--- src/rtl/fifo_addr_ctrl_pkg.sv ---
// Shared defaults for the FIFO pointer controller.
package fifo_addr_ctrl_pkg;

  localparam int unsigned DefFifoDepth = 16;
  localparam int unsigned DefCntWidth  = 8;

endpackage

--- src/rtl/fifo_addr_ctrl_ptr_counter.sv ---
// Extended-width pointer counter: enable, synchronous clear, async reset, binary rollover.
module fifo_addr_ctrl_ptr_counter #(
  parameter int unsigned Width = 5
) (
  input  logic             clk,
  input  logic             rst,
  input  logic             en_i,
  input  logic             clr_i,
  output logic [Width-1:0] cnt_o
);

  logic [Width-1:0] cnt_q, cnt_d;

  always_comb begin
    cnt_d = cnt_q;
    if (clr_i) begin
      cnt_d = '0;
    end else if (en_i) begin
      cnt_d = cnt_q + Width'(1);
    end
  end

  always_ff @(posedge clk or posedge rst) begin
    if (rst) begin
      cnt_q <= '0;
    end else begin
      cnt_q <= cnt_d;
    end
  end

  assign cnt_o = cnt_q;

endmodule

--- src/rtl/fifo_addr_ctrl.sv ---
// Read/write pointer controller with sticky overflow/underflow flags.
// Saturating error counters are built only when SYNC_FIFO_ERR_CNT_EN is defined.
module fifo_addr_ctrl
  import fifo_addr_ctrl_pkg::*;
#(
  parameter int unsigned FIFO_DEPTH = DefFifoDepth,
  parameter int unsigned ADDR_WIDTH = $clog2(FIFO_DEPTH)
`ifdef SYNC_FIFO_ERR_CNT_EN
  ,
  parameter int unsigned CNT_WIDTH  = DefCntWidth
`endif
) (
  input  logic                  clk,
  input  logic                  rst,
  input  logic                  i_valid_s,
  input  logic                  i_ready_m,
  input  logic                  i_full,
  input  logic                  i_empty,
  input  logic                  i_flush,
  output logic                  o_wr_en,
  output logic                  o_rd_en,
  output logic [ADDR_WIDTH:0]   o_wr_addr,
  output logic [ADDR_WIDTH:0]   o_rd_addr,
  output logic                  o_overflow,
  output logic                  o_underflow
`ifdef SYNC_FIFO_ERR_CNT_EN
  ,
  output logic [CNT_WIDTH-1:0]  o_ovf_cnt,
  output logic [CNT_WIDTH-1:0]  o_udf_cnt
`endif
);

  localparam int unsigned PtrWidth = ADDR_WIDTH + 1;

  logic wr_refused, rd_refused;
  logic overflow_q, overflow_d;
  logic underflow_q, underflow_d;

  // Flags come from registered pointers only, so these strobes form no loop.
  assign o_wr_en    = i_valid_s & ~i_full & ~i_flush;
  assign o_rd_en    = i_ready_m & ~i_empty & ~i_flush;
  assign wr_refused = i_valid_s & i_full & ~i_flush;
  assign rd_refused = i_ready_m & i_empty & ~i_flush;

  fifo_addr_ctrl_ptr_counter #(
    .Width (PtrWidth)
  ) u_wr_ptr (
    .clk   (clk),
    .rst   (rst),
    .en_i  (o_wr_en),
    .clr_i (i_flush),
    .cnt_o (o_wr_addr)
  );

  fifo_addr_ctrl_ptr_counter #(
    .Width (PtrWidth)
  ) u_rd_ptr (
    .clk   (clk),
    .rst   (rst),
    .en_i  (o_rd_en),
    .clr_i (i_flush),
    .cnt_o (o_rd_addr)
  );

  always_comb begin
    overflow_d  = overflow_q | wr_refused;
    underflow_d = underflow_q | rd_refused;
    if (i_flush) begin
      overflow_d  = 1'b0;
      underflow_d = 1'b0;
    end
  end

  always_ff @(posedge clk or posedge rst) begin
    if (rst) begin
      overflow_q  <= 1'b0;
      underflow_q <= 1'b0;
    end else begin
      overflow_q  <= overflow_d;
      underflow_q <= underflow_d;
    end
  end

  assign o_overflow  = overflow_q;
  assign o_underflow = underflow_q;

`ifdef SYNC_FIFO_ERR_CNT_EN
  logic [CNT_WIDTH-1:0] ovf_cnt_q, ovf_cnt_d;
  logic [CNT_WIDTH-1:0] udf_cnt_q, udf_cnt_d;

  always_comb begin
    ovf_cnt_d = ovf_cnt_q;
    udf_cnt_d = udf_cnt_q;
    if (i_flush) begin
      ovf_cnt_d = '0;
      udf_cnt_d = '0;
    end else begin
      if (wr_refused && (ovf_cnt_q != {CNT_WIDTH{1'b1}})) begin
        ovf_cnt_d = ovf_cnt_q + CNT_WIDTH'(1);
      end
      if (rd_refused && (udf_cnt_q != {CNT_WIDTH{1'b1}})) begin
        udf_cnt_d = udf_cnt_q + CNT_WIDTH'(1);
      end
    end
  end

  always_ff @(posedge clk or posedge rst) begin
    if (rst) begin
      ovf_cnt_q <= '0;
      udf_cnt_q <= '0;
    end else begin
      ovf_cnt_q <= ovf_cnt_d;
      udf_cnt_q <= udf_cnt_d;
    end
  end

  assign o_ovf_cnt = ovf_cnt_q;
  assign o_udf_cnt = udf_cnt_q;
`endif

endmodule

--- config.mk ---
export PLATFORM = sky130hd
export DESIGN_NAME = fifo_addr_ctrl
export DESIGN_NICKNAME = d
export VERILOG_FILES = /design/src/rtl/fifo_addr_ctrl_pkg.sv /design/src/rtl/fifo_addr_ctrl_ptr_counter.sv /design/src/rtl/fifo_addr_ctrl.sv
export SDC_FILE = /design/constraint.sdc
export NUM_CORES = 1
export LEC_CHECK = 0
export ABC_AREA = 1
export CAP_MARGIN = 20
export CORE_MARGIN = 2
export CORE_UTILIZATION = 38
export DETAILED_ROUTE_END_ITERATION = 16
export PLACE_DENSITY = 0.72
export SYNTH_ARGS = -nofsm -noshare
export SYNTH_HDL_FRONTEND = slang
export SYNTH_SLANG_ARGS = --single-unit
--- constraint.sdc ---
create_clock -name clk -period 1 [get_ports clk]
set_input_delay 0.15 -clock clk [delete_from_list [all_inputs] [get_ports clk]]
set_output_delay 0.15 -clock clk [all_outputs]
set_load 0.02 [all_outputs]
Word level (Yosys, flattened, before mapping)
Index checks and enable logic that the tools add are counted. Widths: inputs -> output; s select.

Register bits after elaboration: 12. Output and inout bits: 14.

Add/sub/neg operators: 2. Mux-type cells: 6. Bitwise operators: 13. Reductions and logical operators: 2.

Operator list (number): $mux 5 (4); $add 5x1->5 const B (2); $and 1x1->1 (8); $reduce_bool 2->1 (2); $not 1->1 (3); $mux 1 (2); $or 1x1->1 (2).

Longest topological paths before layout
Gate-level depths: netlist of the first run.

Word-level depth: 5. Mapped depth: 6.

Modules after synthesis
From an unflattened synthesis of the first run, not the netlist that was laid out.

Cells, all modules: 77. Area, all modules: 614.3 um2.

Modules (own cells, without submodules): fifo_addr_ctrl_ptr_counter (instances 2, cells an instance 33, area an instance 260.2 um2, sequential area each 125.1 um2); fifo_addr_ctrl (instances 1, cells an instance 11, area an instance 93.8 um2, sequential area each 50.0 um2).

Worst setup path before layout of the first run
OpenSTA, ideal clock, no wires.

Path kind: reg-to-reg. From: register u_wr_ptr.cnt_q[0], in the netlist u_wr_ptr.cnt_o[0]. To: register u_wr_ptr.cnt_q[4], in the netlist u_wr_ptr.cnt_o[4]. Library setup time: 0.117 ns. Arrival time: 1.038 ns. Data required time: 0.883 ns. Path slack: -0.155 ns. Stages on the path, launching flop included: 7. Buffers on the path: 0. Period minus slack after synthesis: 1.155 ns. Path through: dfrtp_1 -> ha_1 -> nand3_1 -> nor2_1 -> nand2_1 -> nand2_1 -> nor2_1.

Word-level cells in the longest chain between the ends: 3.

RTL lines: start, declared (line fifo_addr_ctrl_ptr_counter.sv:12) `logic [Width-1:0] cnt_q, cnt_d;`; start signal, assigned (line fifo_addr_ctrl_ptr_counter.sv:27) `cnt_q <= cnt_d;`; $add 5x1->5 (line fifo_addr_ctrl_ptr_counter.sv:19) `cnt_d = cnt_q + Width'(1);`; $mux 5 (line fifo_addr_ctrl_ptr_counter.sv:18) `end else if (en_i) begin`; $mux 5 (line fifo_addr_ctrl_ptr_counter.sv:16) `if (clr_i) begin`.

Every way passes these cells. The select of a mux whose other input is x is not followed. A chain may end at the register's enable or synchronous reset.

Final worst setup path of the first run
From: register u_rd_ptr.cnt_q[1], in the netlist u_rd_ptr.cnt_o[1]. To: register u_rd_ptr.cnt_q[4], in the netlist u_rd_ptr.cnt_o[4].

Word-level cells in the longest chain between the ends: 3.

RTL lines (line): start, declared (fifo_addr_ctrl_ptr_counter.sv:12); start signal, assigned (fifo_addr_ctrl_ptr_counter.sv:27); $add 5x1->5 (fifo_addr_ctrl_ptr_counter.sv:19); $mux 5 (fifo_addr_ctrl_ptr_counter.sv:18); $mux 5 (fifo_addr_ctrl_ptr_counter.sv:16).

Every way passes these cells. The select of a mux whose other input is x is not followed.

==> summary.md, run 1 <==
| Metric | Value |
|---|---|
| Die extent in x | 43.5 µm |
| Avg Cell Area, Syn | between 8 and 9 µm² |
| Final min period | 1.08 ns |
| CTS buffer count | 3 |
| Drt drc | 0 |
| Layout Utilization | 0.727 |
| Port bufs | 20 |
| Vias/cell | approximately 4.7 |
| Clock Skews | ~0.0013 ns |
| H-tree Lvls | 1 |
| Met3 routed WL | between 60 and 70 µm |
| Setup violation total in the final timing report | 5 |
| Status | finished, violations left |
| Post-synth EDFFs | 0 |
| P per Cell Area | slightly below 1000 nW/µm² |
| Post-synthesis sequential area ratio | 0.507 |
| Design Area, Final | about 1100 µm² |
| DR WL met2 | between 700 and 800 µm |
| Highest clock rate | between 900 and 1000 MHz |
| Post-synthesis xor/xnor area fraction | 0.0148 |
| Multi-input gate area | 347 µm² |
| P_leak | about 0.52 nW |
| Routed WL per cell | between 10 and 15 µm |
| Area delta synth->final | 82.9% |
| Post-synthesis simple-gate area fraction | 0.313 |
| CTS Root Cell | clkbuf_4 |
| Max_slew headroom | 0.914 |
| Top routing layer used | met4 |
| VDD IR max | 0.817 mV |
| Top cells by count, synth | nand2_1 (13), dfrtp_1 (12), nor2_1 (12) |
| Filler cells | 100 |
| Final Hold Fails | 0 |
| Initial core utilization | 0.397 |
| Gr ovfl total | 0 |
| Minimum hold slack | roughly 0.17 ns |
| Fin crit share | 1.08 |
| Adder-Cell Fraction of Synth Area | 0.0423 |
| Worst Max-Slew Pin Slew | 0.129 ns |
| DIE AREA | 1890 µm² |
| GRT Util Overall | 0.173 |
| RSZ-0062 raised after global routing | true |
| Mux contribution to synthesized area | 0 |
| Top FF cell, synth | dfrtp_1 |
| Synthesized cell area | ~590 µm² |
| Cell Count Post-Placement | around 120 |
| # clock sinks | 12 |
| Critical Path AT | about 1.3 ns |
| Post-DRT Antenna Nets | 0 |
| Post-synthesis cell count | 70 |
| Hpwl dp | approximately 1100 µm |
| Yosys cell types | 16 |
| Post-synthesis compound-gate area fraction | 0.0592 |
| CP required | 1.21 ns |
| Share of layout cells above drive strength 1 | 0.549 |
| I/O Pins | 21 |
| Crit start category | flip-flop |
| Worst setup EP type | flip-flop |
| Hold_buf cts | 0 |
| Total of warnings raised by yosys | 0 |
| Vias in the first global route | 551 |
| Max Cap Viol | 0 |
| HP Class | in -> reg |
| Reg clk slew, reported paths | 0.08 ns |
| Area leader, netlist | dfrtp_1 |
| Register area | roughly 310 µm² |
| Initial drt markers | 6 |
| Setup CP Type | reg -> reg |
| Synth top area share | 0.507 |
| Crit path from | u_rd_ptr.cnt_o[1] |
| Cell Area, Placed | just under 1000 µm² |
| GPL Wtd Cong | between 0.7 and 0.8 |
| Slew Limit Fails | 0 |
| Worst r2r src | u_rd_ptr.cnt_o[1] |
| Failing checks | negative setup slack |
| CTS tree | done |
| First-pass GRT wire length | between 2000 and 2500 µm |
| Ys async rst share | 1.00 |
| Hold Startpoint | i_full |
| DRT Wirelength | between 1500 and 2000 µm |
| Pre-antenna DRT Iters | 4 |
| Largest family of logic cells by synthesized area | simple AND/OR/NAND/NOR gates |
| N_diodes | 0 |
| Routed vias | 600 |
| Syn nets | between 70 and 80 |
| CP max FO | 3 |
| Final Non-Filler Cells | roughly 130 |
| Most numerous cell in the Yosys netlist | nand2_1 |
| Later-pin clock latency in the skew report | around 0.27 ns |
| Top cells by area, synth | dfrtp_1 (51%), nand2_1 (8.2%), nand3_1 (7.6%) |
| Core Area | ~1500 µm² |
| Clock Path Buffers | 2 |
| Largest net degree at the start of global routing | 13 |
| Post-Route M1 WL | between 600 and 700 µm |
| FP Rows | 14 |
| Die Ht | approximately 43 µm |
| Flops & latches, synth | 12 |
| Initial antenna violation count | 0 |
| Setup WS post-layout | -0.0781 ns |
| Fin nets | roughly 120 |
-- layout by cell type, fill, tap and decap left out, drive strengths merged --
cell type	count
a21oi	3
ha	2
inv	7
dlygate4sd2	4
xnor2	1
clkbuf	4
buf	34
nor2	15
dfrtp	12
o21ai	4
dlymetal6s2s	1
clkdlybuf4s50	1
nand3	10
nand2	15
-- metrics by stage --
| step | setup WS (ns) | power (W) | setup TNS [ns] |
|---|---|---|---|
| final | -0.0781 | 0.00106 | -0.234 |
| after detailed placement | -0.601 | 0.000725 | -4.31 |
| after CTS | -0.0807 | 0.00105 | -0.252 |
| after global placement | -0.585 | 0.000720 | -3.96 |
| after global routing | -0.120 | 0.00111 | -0.497 |
| after floorplan | -0.0561 | 0.000603 | -0.0723 |
-- area by class of cell --
class                           count  area share
Clock buffer                        4      0.0243
Inverter                            7      0.0243
Multi-Input combinational cell     50       0.320
Sequential cell                    12       0.282
Tap cell                           16      0.0185
Timing Repair Buffer               40       0.331
-- worst paths after layout --
| path | depth (start not counted) | slack [ns] | endpoint |
|---|---|---|---|
| min in group asynchronous | 3 | 0.18 | u_rd_ptr.cnt_o[2] |
| worst max register to register | 7 | -0.08 | u_rd_ptr.cnt_o[4] |
| worst min-delay path | 3 | 0.17 | o_overflow |
| max in group asynchronous | 3 | 0.70 | u_rd_ptr.cnt_o[1] |
| worst max-delay path | 7 | -0.08 | u_rd_ptr.cnt_o[4] |
| worst min register to register | 2 | 0.52 | o_overflow |
-- kinds of logic (layout without fill, tap and decap cells) --
| family | Yosys count | after routing |
|---|---|---|
| buffers and inverters | 8 | 51 |
| XOR/XNOR | 1 | 1 |
| AND/OR/NAND/NOR | 40 | 40 |
| adder cells (fa/ha/maj) | 2 | 2 |
| AO/OA/AOI/OAI | 7 | 7 |
| flip-flops | 12 | 12 |
-- report_power, final --
part / internal (W) / switching [W] / total, W
registers: 0.000500 / 0.0000111 / 0.000511
clock network: 0.000154 / 0.000170 / 0.000325
logic: 0.000109 / 0.000111 / 0.000220
total: 0.000764 / 0.000292 / 0.00106
-- worst max-delay path, cell delays in order, from the launching register on --
cell and delay [ns]:
dfrtp_2 0.42, buf_6 0.14, ha_4 0.16, nand3_4 0.08, nor2_4 0.04, nand2_1 0.05
nand2_1 0.05, nor2_1 0.08
-- flip-flops by register name, summed over array words and instances (netlist names) --
register / cells
o_underflow: 1
o_overflow: 1
u_rd_ptr.cnt_o: 5
u_wr_ptr.cnt_o: 5
-- what timing repair did --
action / in CTS / in global routing
pin swaps: 3 / 5
gates resized for setup: 73 / 24
setup buffers: 1 / 0
endpoints found under the setup margin: 19 / 16
-- metal layers --
| metal | GRT usage | vias to the layer above |
|---|---|---|
| met5 | 0 | - |
| met3 | 0.0500 | 2 |
| li1 | - | 310 |
| met1 | 0.193 | 272 |
| met4 | 0.0909 | 0 |
| met2 | 0.299 | 16 |
No activity file was read; power rests on OpenSTA's default activity.
==> inputs of run 2 (changes only) <==
--- a/config.mk
+++ b/config.mk
@@ -11,6 +11,7 @@
 export CORE_UTILIZATION = 38
 export DETAILED_ROUTE_END_ITERATION = 16
 export PLACE_DENSITY = 0.72
+export SLEW_MARGIN = 25
 export SYNTH_ARGS = -nofsm -noshare
 export SYNTH_HDL_FRONTEND = slang
 export SYNTH_SLANG_ARGS = --single-unit
==> results of run 2 <==
Final layout, timing and power as in run 1 (identical DEF).
